File: config.mk
export PLATFORM = sky130hd
export DESIGN_NAME = ws2812_pixel_stream_encoder_flat
export DESIGN_NICKNAME = d
export VERILOG_FILES = /design/src/rtl/ws2812_pixel_stream_encoder_pkg.sv /design/src/rtl/ws2812_pixel_stream_encoder_if.sv /design/src/rtl/ws2812_pixel_stream_encoder_bit_timer.sv /design/src/rtl/ws2812_pixel_stream_encoder.sv /design/src/flat_wrapper.sv
export SDC_FILE = /design/constraint.sdc
export NUM_CORES = 1
export LEC_CHECK = 0
export ABC_AREA = 1
export BUFFER_PORTS_ARGS = -buffer_cell sky130_fd_sc_hd__buf_2
export CAP_MARGIN = 20
export CORE_MARGIN = 2
export CORE_UTILIZATION = 58
export DETAILED_ROUTE_END_ITERATION = 6
export PLACE_DENSITY = 0.75
export SETUP_SLACK_MARGIN = 0.1
export SLEW_MARGIN = 20
export SYNTH_ARGS = -nofsm -noshare
export SYNTH_HDL_FRONTEND = slang
export SYNTH_SLANG_ARGS = --single-unit
File: constraint.sdc
create_clock -name clk -period 2.8 [get_ports clk]
set_clock_uncertainty 0.2 [all_clocks]
set_input_delay 0.14 -clock clk [delete_from_list [all_inputs] [get_ports clk]]
set_output_delay 0.14 -clock clk [all_outputs]
set_load 0.02 [all_outputs]
File: src/rtl/ws2812_pixel_stream_encoder_pkg.sv
// rtl/ws2812_pixel_stream_encoder_pkg.sv - WS2812 timing defaults, tick conversion and FSM state encoding
package ws2812_pixel_stream_encoder_pkg;

  localparam int DEF_CLK_FREQ_KHZ  = 10000;
  localparam int DEF_T_HI_TRUE_NS  = 700;
  localparam int DEF_T_HI_FALSE_NS = 300;
  localparam int DEF_T_PERIOD_NS   = 1100;
  localparam int DEF_T_RESET_NS    = 80000;
  localparam int DEF_PIXEL_BITS    = 24;

  typedef enum logic [1:0] {
    ST_IDLE  = 2'd0,
    ST_TX    = 2'd1,
    ST_LATCH = 2'd2
  } state_t;

  // ns / clock period in ns, truncated; computed as ns*kHz/1e6 to stay exact in integers
  function automatic int ns_to_ticks(input int ns, input int clk_khz);
    longint prod;
    prod = longint'(ns) * longint'(clk_khz);
    return int'(prod / 64'sd1000000);
  endfunction

  function automatic int max_int(input int a, input int b);
    return (a > b) ? a : b;
  endfunction

endpackage

File: src/rtl/ws2812_pixel_stream_encoder_if.sv
// rtl/ws2812_pixel_stream_encoder_if.sv - pixel word valid/ready stream into the encoder
interface ws2812_pixel_stream_encoder_if #(
  parameter int PIXEL_BITS = 24
);

  logic [PIXEL_BITS-1:0] pixel_data;
  logic                  pixel_valid;
  logic                  pixel_last;
  logic                  pixel_ready;

  modport master (
    output pixel_data,
    output pixel_valid,
    output pixel_last,
    input  pixel_ready
  );

  modport slave (
    input  pixel_data,
    input  pixel_valid,
    input  pixel_last,
    output pixel_ready
  );

endinterface

File: src/rtl/ws2812_pixel_stream_encoder_bit_timer.sv
// rtl/ws2812_pixel_stream_encoder_bit_timer.sv - per-bit tick counter and registered RZ line driver
module ws2812_bit_timer #(
  parameter int CNT_W            = 10,
  parameter int T_HI_TRUE_TICKS  = 7,
  parameter int T_HI_FALSE_TICKS = 3,
  parameter int T_PERIOD_TICKS   = 11
) (
  input  logic clk,
  input  logic rst_n,
  input  logic run,        // a bit is being shown this cycle
  input  logic keep,       // a bit will be shown next cycle
  input  logic next_bit,   // value of the bit shown next cycle
  output logic end_of_bit, // final tick of the current bit
  output logic line
);

  localparam logic [CNT_W-1:0] LAST_TICK = CNT_W'(T_PERIOD_TICKS - 1);
  localparam logic [CNT_W-1:0] HI_TRUE   = CNT_W'(T_HI_TRUE_TICKS);
  localparam logic [CNT_W-1:0] HI_FALSE  = CNT_W'(T_HI_FALSE_TICKS);

  logic [CNT_W-1:0] tick;
  logic [CNT_W-1:0] tick_next;
  logic [CNT_W-1:0] hi_ticks;

  assign end_of_bit = run && (tick == LAST_TICK);

  // Next tick restarts at 0 for a fresh bit (from idle or after a wrap); line is registered from it
  always_comb begin
    tick_next = '0;
    if (run && !end_of_bit) begin
      tick_next = tick + CNT_W'(1);
    end
    hi_ticks = next_bit ? HI_TRUE : HI_FALSE;
  end

  // Tick counter and data line; async reset drops the line mid-bit
  always_ff @(posedge clk or negedge rst_n) begin
    if (!rst_n) begin
      tick <= '0;
      line <= 1'b0;
    end else begin
      tick <= keep ? tick_next : '0;
      line <= keep && (tick_next < hi_ticks);
    end
  end

endmodule

File: src/rtl/ws2812_pixel_stream_encoder.sv
// rtl/ws2812_pixel_stream_encoder.sv - WS2812 pixel stream encoder: handshake, shifter, FSM, latch timing
module ws2812_pixel_stream_encoder
  import ws2812_pixel_stream_encoder_pkg::*;
#(
  parameter int CLK_FREQ_KHZ  = DEF_CLK_FREQ_KHZ,
  parameter int T_HI_TRUE_NS  = DEF_T_HI_TRUE_NS,
  parameter int T_HI_FALSE_NS = DEF_T_HI_FALSE_NS,
  parameter int T_PERIOD_NS   = DEF_T_PERIOD_NS,
  parameter int T_RESET_NS    = DEF_T_RESET_NS,
  parameter int PIXEL_BITS    = DEF_PIXEL_BITS
) (
  input  logic                          clk,
  input  logic                          rst_n,
  ws2812_pixel_stream_encoder_if.slave  pix,
  output logic                          busy,
  output logic                          underrun,
  output logic                          frame_done,
  output logic                          encoded_output
);

  localparam int T_HI_TRUE_TICKS  = ns_to_ticks(T_HI_TRUE_NS, CLK_FREQ_KHZ);
  localparam int T_HI_FALSE_TICKS = ns_to_ticks(T_HI_FALSE_NS, CLK_FREQ_KHZ);
  localparam int T_PERIOD_TICKS   = ns_to_ticks(T_PERIOD_NS, CLK_FREQ_KHZ);
  localparam int T_RESET_TICKS    = ns_to_ticks(T_RESET_NS, CLK_FREQ_KHZ);
  localparam int CNT_W            = $clog2(max_int(T_RESET_TICKS, T_PERIOD_TICKS) + 1);
  localparam int BIT_W            = $clog2(PIXEL_BITS);

  if (!(T_HI_FALSE_TICKS > 0 && T_HI_FALSE_TICKS < T_HI_TRUE_TICKS &&
        T_HI_TRUE_TICKS < T_PERIOD_TICKS && T_PERIOD_TICKS >= 3)) begin : g_bad_timing
    $error("ws2812: bit timing does not resolve to 0 < FALSE < TRUE < PERIOD, PERIOD >= 3 ticks");
  end
  if (PIXEL_BITS != 24 && PIXEL_BITS != 32) begin : g_bad_width
    $error("ws2812: PIXEL_BITS must be 24 or 32");
  end

  state_t                state;
  state_t                state_next;
  logic [PIXEL_BITS-1:0] shifter;
  logic [BIT_W-1:0]      bit_cnt;
  logic                  last_q;
  logic [CNT_W-1:0]      latch_cnt;
  logic                  ready_en;
  logic                  ready;
  logic                  transfer;
  logic                  end_of_bit;
  logic                  last_bit;
  logic                  latch_done;
  logic                  keep;
  logic                  next_bit;
  logic                  underrun_next;
  logic                  frame_done_next;

  assign last_bit   = (bit_cnt == BIT_W'(PIXEL_BITS - 1));
  assign latch_done = (latch_cnt == CNT_W'(T_RESET_TICKS - 1));
  assign transfer   = pix.pixel_valid && ready;
  assign keep       = (state_next == ST_TX);
  assign busy       = (state != ST_IDLE);
  assign pix.pixel_ready = ready;

  // Bit shown next cycle: new word MSB on a load, following bit on a wrap, otherwise unchanged
  always_comb begin
    next_bit = shifter[PIXEL_BITS-1];
    if (transfer) begin
      next_bit = pix.pixel_data[PIXEL_BITS-1];
    end else if (end_of_bit) begin
      next_bit = shifter[PIXEL_BITS-2];
    end
  end

  // Next-state logic, ready and status pulse requests
  always_comb begin
    state_next      = state;
    ready           = 1'b0;
    underrun_next   = 1'b0;
    frame_done_next = 1'b0;
    case (state)
      ST_IDLE: begin
        ready = ready_en;
        if (ready_en && pix.pixel_valid) begin
          state_next = ST_TX;
        end
      end
      ST_TX: begin
        if (end_of_bit && last_bit) begin
          ready = 1'b1;
          if (pix.pixel_valid) begin
            state_next = ST_TX;
          end else if (last_q) begin
            state_next = ST_LATCH;
          end else begin
            state_next    = ST_IDLE;
            underrun_next = 1'b1;
          end
        end
      end
      ST_LATCH: begin
        if (latch_done) begin
          state_next      = ST_IDLE;
          frame_done_next = 1'b1;
        end
      end
      default: state_next = ST_IDLE;
    endcase
  end

  // State register
  always_ff @(posedge clk or negedge rst_n) begin
    if (!rst_n) begin
      state <= ST_IDLE;
    end else begin
      state <= state_next;
    end
  end

  // Holds ready low during reset and releases it on the first clock afterwards
  always_ff @(posedge clk or negedge rst_n) begin
    if (!rst_n) begin
      ready_en <= 1'b0;
    end else begin
      ready_en <= 1'b1;
    end
  end

  // Pixel shifter, bit counter and stored frame-end flag
  always_ff @(posedge clk or negedge rst_n) begin
    if (!rst_n) begin
      shifter <= '0;
      bit_cnt <= '0;
      last_q  <= 1'b0;
    end else if (transfer) begin
      shifter <= pix.pixel_data;
      bit_cnt <= '0;
      last_q  <= pix.pixel_last;
    end else if (end_of_bit) begin
      shifter <= {shifter[PIXEL_BITS-2:0], 1'b0};
      bit_cnt <= bit_cnt + BIT_W'(1);
    end
  end

  // Latch period counter, parked at 0 outside LATCH
  always_ff @(posedge clk or negedge rst_n) begin
    if (!rst_n) begin
      latch_cnt <= '0;
    end else if (state == ST_LATCH && !latch_done) begin
      latch_cnt <= latch_cnt + CNT_W'(1);
    end else begin
      latch_cnt <= '0;
    end
  end

  // Registered single-cycle status pulses
  always_ff @(posedge clk or negedge rst_n) begin
    if (!rst_n) begin
      underrun   <= 1'b0;
      frame_done <= 1'b0;
    end else begin
      underrun   <= underrun_next;
      frame_done <= frame_done_next;
    end
  end

  ws2812_bit_timer #(
    .CNT_W            (CNT_W),
    .T_HI_TRUE_TICKS  (T_HI_TRUE_TICKS),
    .T_HI_FALSE_TICKS (T_HI_FALSE_TICKS),
    .T_PERIOD_TICKS   (T_PERIOD_TICKS)
  ) u_bit_timer (
    .clk        (clk),
    .rst_n      (rst_n),
    .run        (state == ST_TX),
    .keep       (keep),
    .next_bit   (next_bit),
    .end_of_bit (end_of_bit),
    .line       (encoded_output)
  );

endmodule

File: src/flat_wrapper.sv
// flat-port wrapper written by rule: the top's interface ports become plain ports
module ws2812_pixel_stream_encoder_flat import ws2812_pixel_stream_encoder_pkg::*;
#(
  parameter int CLK_FREQ_KHZ  = DEF_CLK_FREQ_KHZ,
  parameter int T_HI_TRUE_NS  = DEF_T_HI_TRUE_NS,
  parameter int T_HI_FALSE_NS = DEF_T_HI_FALSE_NS,
  parameter int T_PERIOD_NS   = DEF_T_PERIOD_NS,
  parameter int T_RESET_NS    = DEF_T_RESET_NS,
  parameter int PIXEL_BITS    = DEF_PIXEL_BITS
)
  (clk, rst_n, busy, underrun, frame_done, encoded_output, pix_pixel_data, pix_pixel_valid, pix_pixel_last, pix_pixel_ready);
  ws2812_pixel_stream_encoder_if #(.PIXEL_BITS(PIXEL_BITS)) pix_i ();
  input  logic clk;
  input  logic rst_n;
  output logic busy;
  output logic underrun;
  output logic frame_done;
  output logic encoded_output;
  input wire logic [$bits(pix_i.pixel_data)-1:0] pix_pixel_data;
  input wire logic [$bits(pix_i.pixel_valid)-1:0] pix_pixel_valid;
  input wire logic [$bits(pix_i.pixel_last)-1:0] pix_pixel_last;
  output wire logic [$bits(pix_i.pixel_ready)-1:0] pix_pixel_ready;
  assign pix_i.pixel_data = pix_pixel_data;
  assign pix_i.pixel_valid = pix_pixel_valid;
  assign pix_i.pixel_last = pix_pixel_last;
  assign pix_pixel_ready = pix_i.pixel_ready;
  ws2812_pixel_stream_encoder #(.CLK_FREQ_KHZ(CLK_FREQ_KHZ), .T_HI_TRUE_NS(T_HI_TRUE_NS), .T_HI_FALSE_NS(T_HI_FALSE_NS), .T_PERIOD_NS(T_PERIOD_NS), .T_RESET_NS(T_RESET_NS), .PIXEL_BITS(PIXEL_BITS)) u_core (.clk(clk), .rst_n(rst_n), .pix(pix_i), .busy(busy), .underrun(underrun), .frame_done(frame_done), .encoded_output(encoded_output));
endmodule
==> summary.txt <==
Yosys
  • Mean area per synthesized cell: 8.14 um2
  • Syn Nets: 386
  • Synthesized area: 0.00287 mm2
  • Async set-reset flop share out of synthesis: 1.00
  • Synth Instances: 353
  • Ys Warns: 0
  • Top_reg_cell synth: dfrtp_1
  • Post-synthesis sequential area ratio: 0.488
  • Synth cell types: 29
  • #FFs+latches synth: 56
  • Post-synth EDFFs: 0

Hold path
  • Hold Startpoint: u_core.state[0]$_DFF_PN0_
  • Hold Path Class: flip-flop to flip-flop

Timing
  • Final setup fails: 0
  • Final-report hold violation count: 0
  • Pins over their slew limit: 0
  • Final min period: 2550 ps
  • Setup_tns: 0 ps
  • Slew HR: 0.535
  • RSZ-0062 raised after global routing: false
  • Worst-margin pin slew: 698 ps
  • Final period util: 0.910
  • Fmax achieved: 0.393 GHz

Power and ir drop
  • Leak: 1.66 nW
  • Power Dens Cells: 704 mW/mm2
  • VDD IR max: 0.000604 V

Die
  • # IOs: 33
  • Core area: 0.00475 mm2
  • Die area: 0.00553 mm2
  • Die height: 74.4 um
  • Rows: 25
  • Die width: 74.4 um
  • Starting density of the core: 0.604

Finish
  • Final net count: 447
  • Share of post-route cells with drive strength above 1: 0.161
  • P&R area growth vs syn: 20.2%
  • Final Cell Area: 0.00345 mm2
  • # diodes: 0

Critical path
  • Critical path launch point: u_core.u_bit_timer.tick[0]$_DFF_PN0_
  • Reg-to-reg critical path startpoint: u_core.u_bit_timer.tick[0]$_DFF_PN0_
  • Critical path startpoint category: flip-flop
  • CP Data Required Time: 2840 ps
  • CP Capture Type: flip-flop
  • Worst Path Arrival: 2590 ps
  • Max FO, Critical Path: 7
  • Worst Setup Path Type: flip-flop to flip-flop

Placed design
  • Port Buffers: 32
  • Placer Congestion: 0.925
  • Placed instance area: 0.00305 mm2
  • Post-DP HPWL: 3930 um

Route
  • Drt initial violations: 198
  • Post-route DRC: 0
  • WL final: 6030 um
  • Vias: 2536
  • Drt pass-1 iters: 5
  • WL/cell: 12.5 um
  • Antenna-violating nets left: 0
  • Drt via density: 5.26

Clock network
  • Clock transition at the registers of the reported paths: 100 ps
  • CTS Buf Count: 5
  • Root Buffer: clkbuf_8
  • CTS max path bufs: 2
  • CTS tree: done
  • H-tree depth: 2
  • Worst skew pair latency: 310 ps
  • CTS sink cnt: 56

GRT
  • Initial antenna violation count: 0
  • Pin count of the biggest net entering global routing: 57
  • Vias in the first global route: 2256
  • Total Routing Usage GR: 0.234
  • First-pass GRT wire length: 9920 um
  • GRT overflow: 0

Flow run
  • Max-Cap Viols: 0

Status
  • Status: complete, no violations
-- synthesized netlist by cell type, types with 3 or more instances --
master	number	share of area
buf_2	6	0.010
nand4_1	5	0.011
nand3b_1	3	0.0078
o21ai_0	6	0.010
nor3b_1	3	0.0078
nand3_1	86	0.15
nand2_1	71	0.093
nor3_1	8	0.014
ha_1	5	0.022
nor2_1	42	0.055
xor2_1	4	0.012
dfrtp_1	56	0.49
inv_2	3	0.0039
a21oi_1	7	0.012
inv_1	25	0.033
buf_6	5	0.020
-- repair_timing --
action                                  CTS  global route
hold buffers                             27             0
hold endpoints to repair                 84             0
endpoints found under the setup margin    0             1
setup buffers                             0             4
resized for setup                         0             6
-- path summary, 6_finish.rpt --
check / to / slack, ps / depth (start not counted)
max reg2reg: u_core.u_bit_timer.line$_DFF_PN0_ / 250 / 17
min in group asynchronous: u_core.u_bit_timer.tick[8]$_DFF_PN0_ / 280 / 3
min reg2reg: u_core.frame_done$_DFF_PN0_ / 270 / 1
max in group asynchronous: u_core.u_bit_timer.tick[0]$_DFF_PN0_ / 1630 / 3
min: u_core.frame_done$_DFF_PN0_ / 270 / 1
max: u_core.u_bit_timer.line$_DFF_PN0_ / 250 / 17
-- power breakdown --
group	total, W	switching [W]	leakage [nW]	internal, W
clock network	0.000439	0.000264	0.0479	0.000175
logic	0.000779	0.000454	0.890	0.000325
registers	0.00121	0.000174	0.726	0.00104
-- stage by stage --
stage | setup WS, ps | util | hold slack, ps | power (W) | instances
finish | 253 | 0.727 | 267 | 0.00243 | 482
global route | 115 | 0.727 | 284 | 0.00262 | 482
CTS | 153 | 0.716 | 266 | 0.00240 | 478
detailed placement | 175 | 0.641 | 114 | 0.00194 | 443
global placement | 296 | 0.641 | 119 | 0.00190 | 443
floorplan | 377 | - | -356 | 0.00178 | 353
-- area by class of cell --
type / count / area (um2)
Clock buffer: 5 / 68.8
Tap cell: 67 / 83.8
Multi-Input combinational cell: 254 / 1270
Clock inverter: 3 / 18.8
Fill cell: 391 / 1300
Sequential cell: 56 / 1400
Inverter: 30 / 119
Timing Repair Buffer: 67 / 490
-- logic make-up after synthesis --
| kind of cell | Yosys count | share of synthesized area |
|---|---|---|
| compound gates | 13 | 0.0226 |
| other cells | 1 | 0.00130 |
| buf+inv | 43 | 0.0766 |
| simple gates | 230 | 0.375 |
| xor+xnor | 5 | 0.0152 |
| fa+ha+maj | 5 | 0.0218 |
| flops | 56 | 0.488 |
-- worst max-delay path: stages (launching register included) --
cell	delay [ps]
dfrtp_2	460
inv_2	80
ha_2	190
nand3_1	90
nor2_2	110
nand4_1	130
nand2_2	160
nand2_8	60
or2_1	230
nand2_2	80
ha_1	230
inv_1	50
nor2_1	30
nand4_1	80
nand2_1	60
inv_1	50
nand3_1	70
nor2_1	120
-- registers in the layout, summed over array words and instances (netlist names) --
register                 flops
u_core.bit_cnt               5
u_core.ready_en              1
u_core.u_bit_timer.line      1
u_core.latch_cnt            10
u_core.u_bit_timer.tick     10
u_core.frame_done            1
u_core.state                 2
u_core.last_q                1
u_core.shifter              24
u_core.underrun              1
-- cells in the final DEF, fill, tap and decap left out, types with 4 or more instances in the layout --
cell,n
clkbuf_8,5
xor2_1,4
nor2_1,41
a21oi_1,7
dfrtp_1,55
nand3_1,86
inv_1,24
dlygate4sd3_1,27
nand2_1,71
nor3_1,7
inv_2,4
o21ai_0,6
nand4_1,5
ha_1,4
buf_2,32
buf_4,8
-- routing by layer --
layer	up-vias	GRT usage	routed length [um]
li1	1277	-	-
met4	0	0.0595	55
met2	70	0.390	2970
met3	5	0.0474	265
met1	1184	0.315	2730
met5	-	0	0
Power figures use the tool's default switching activity.
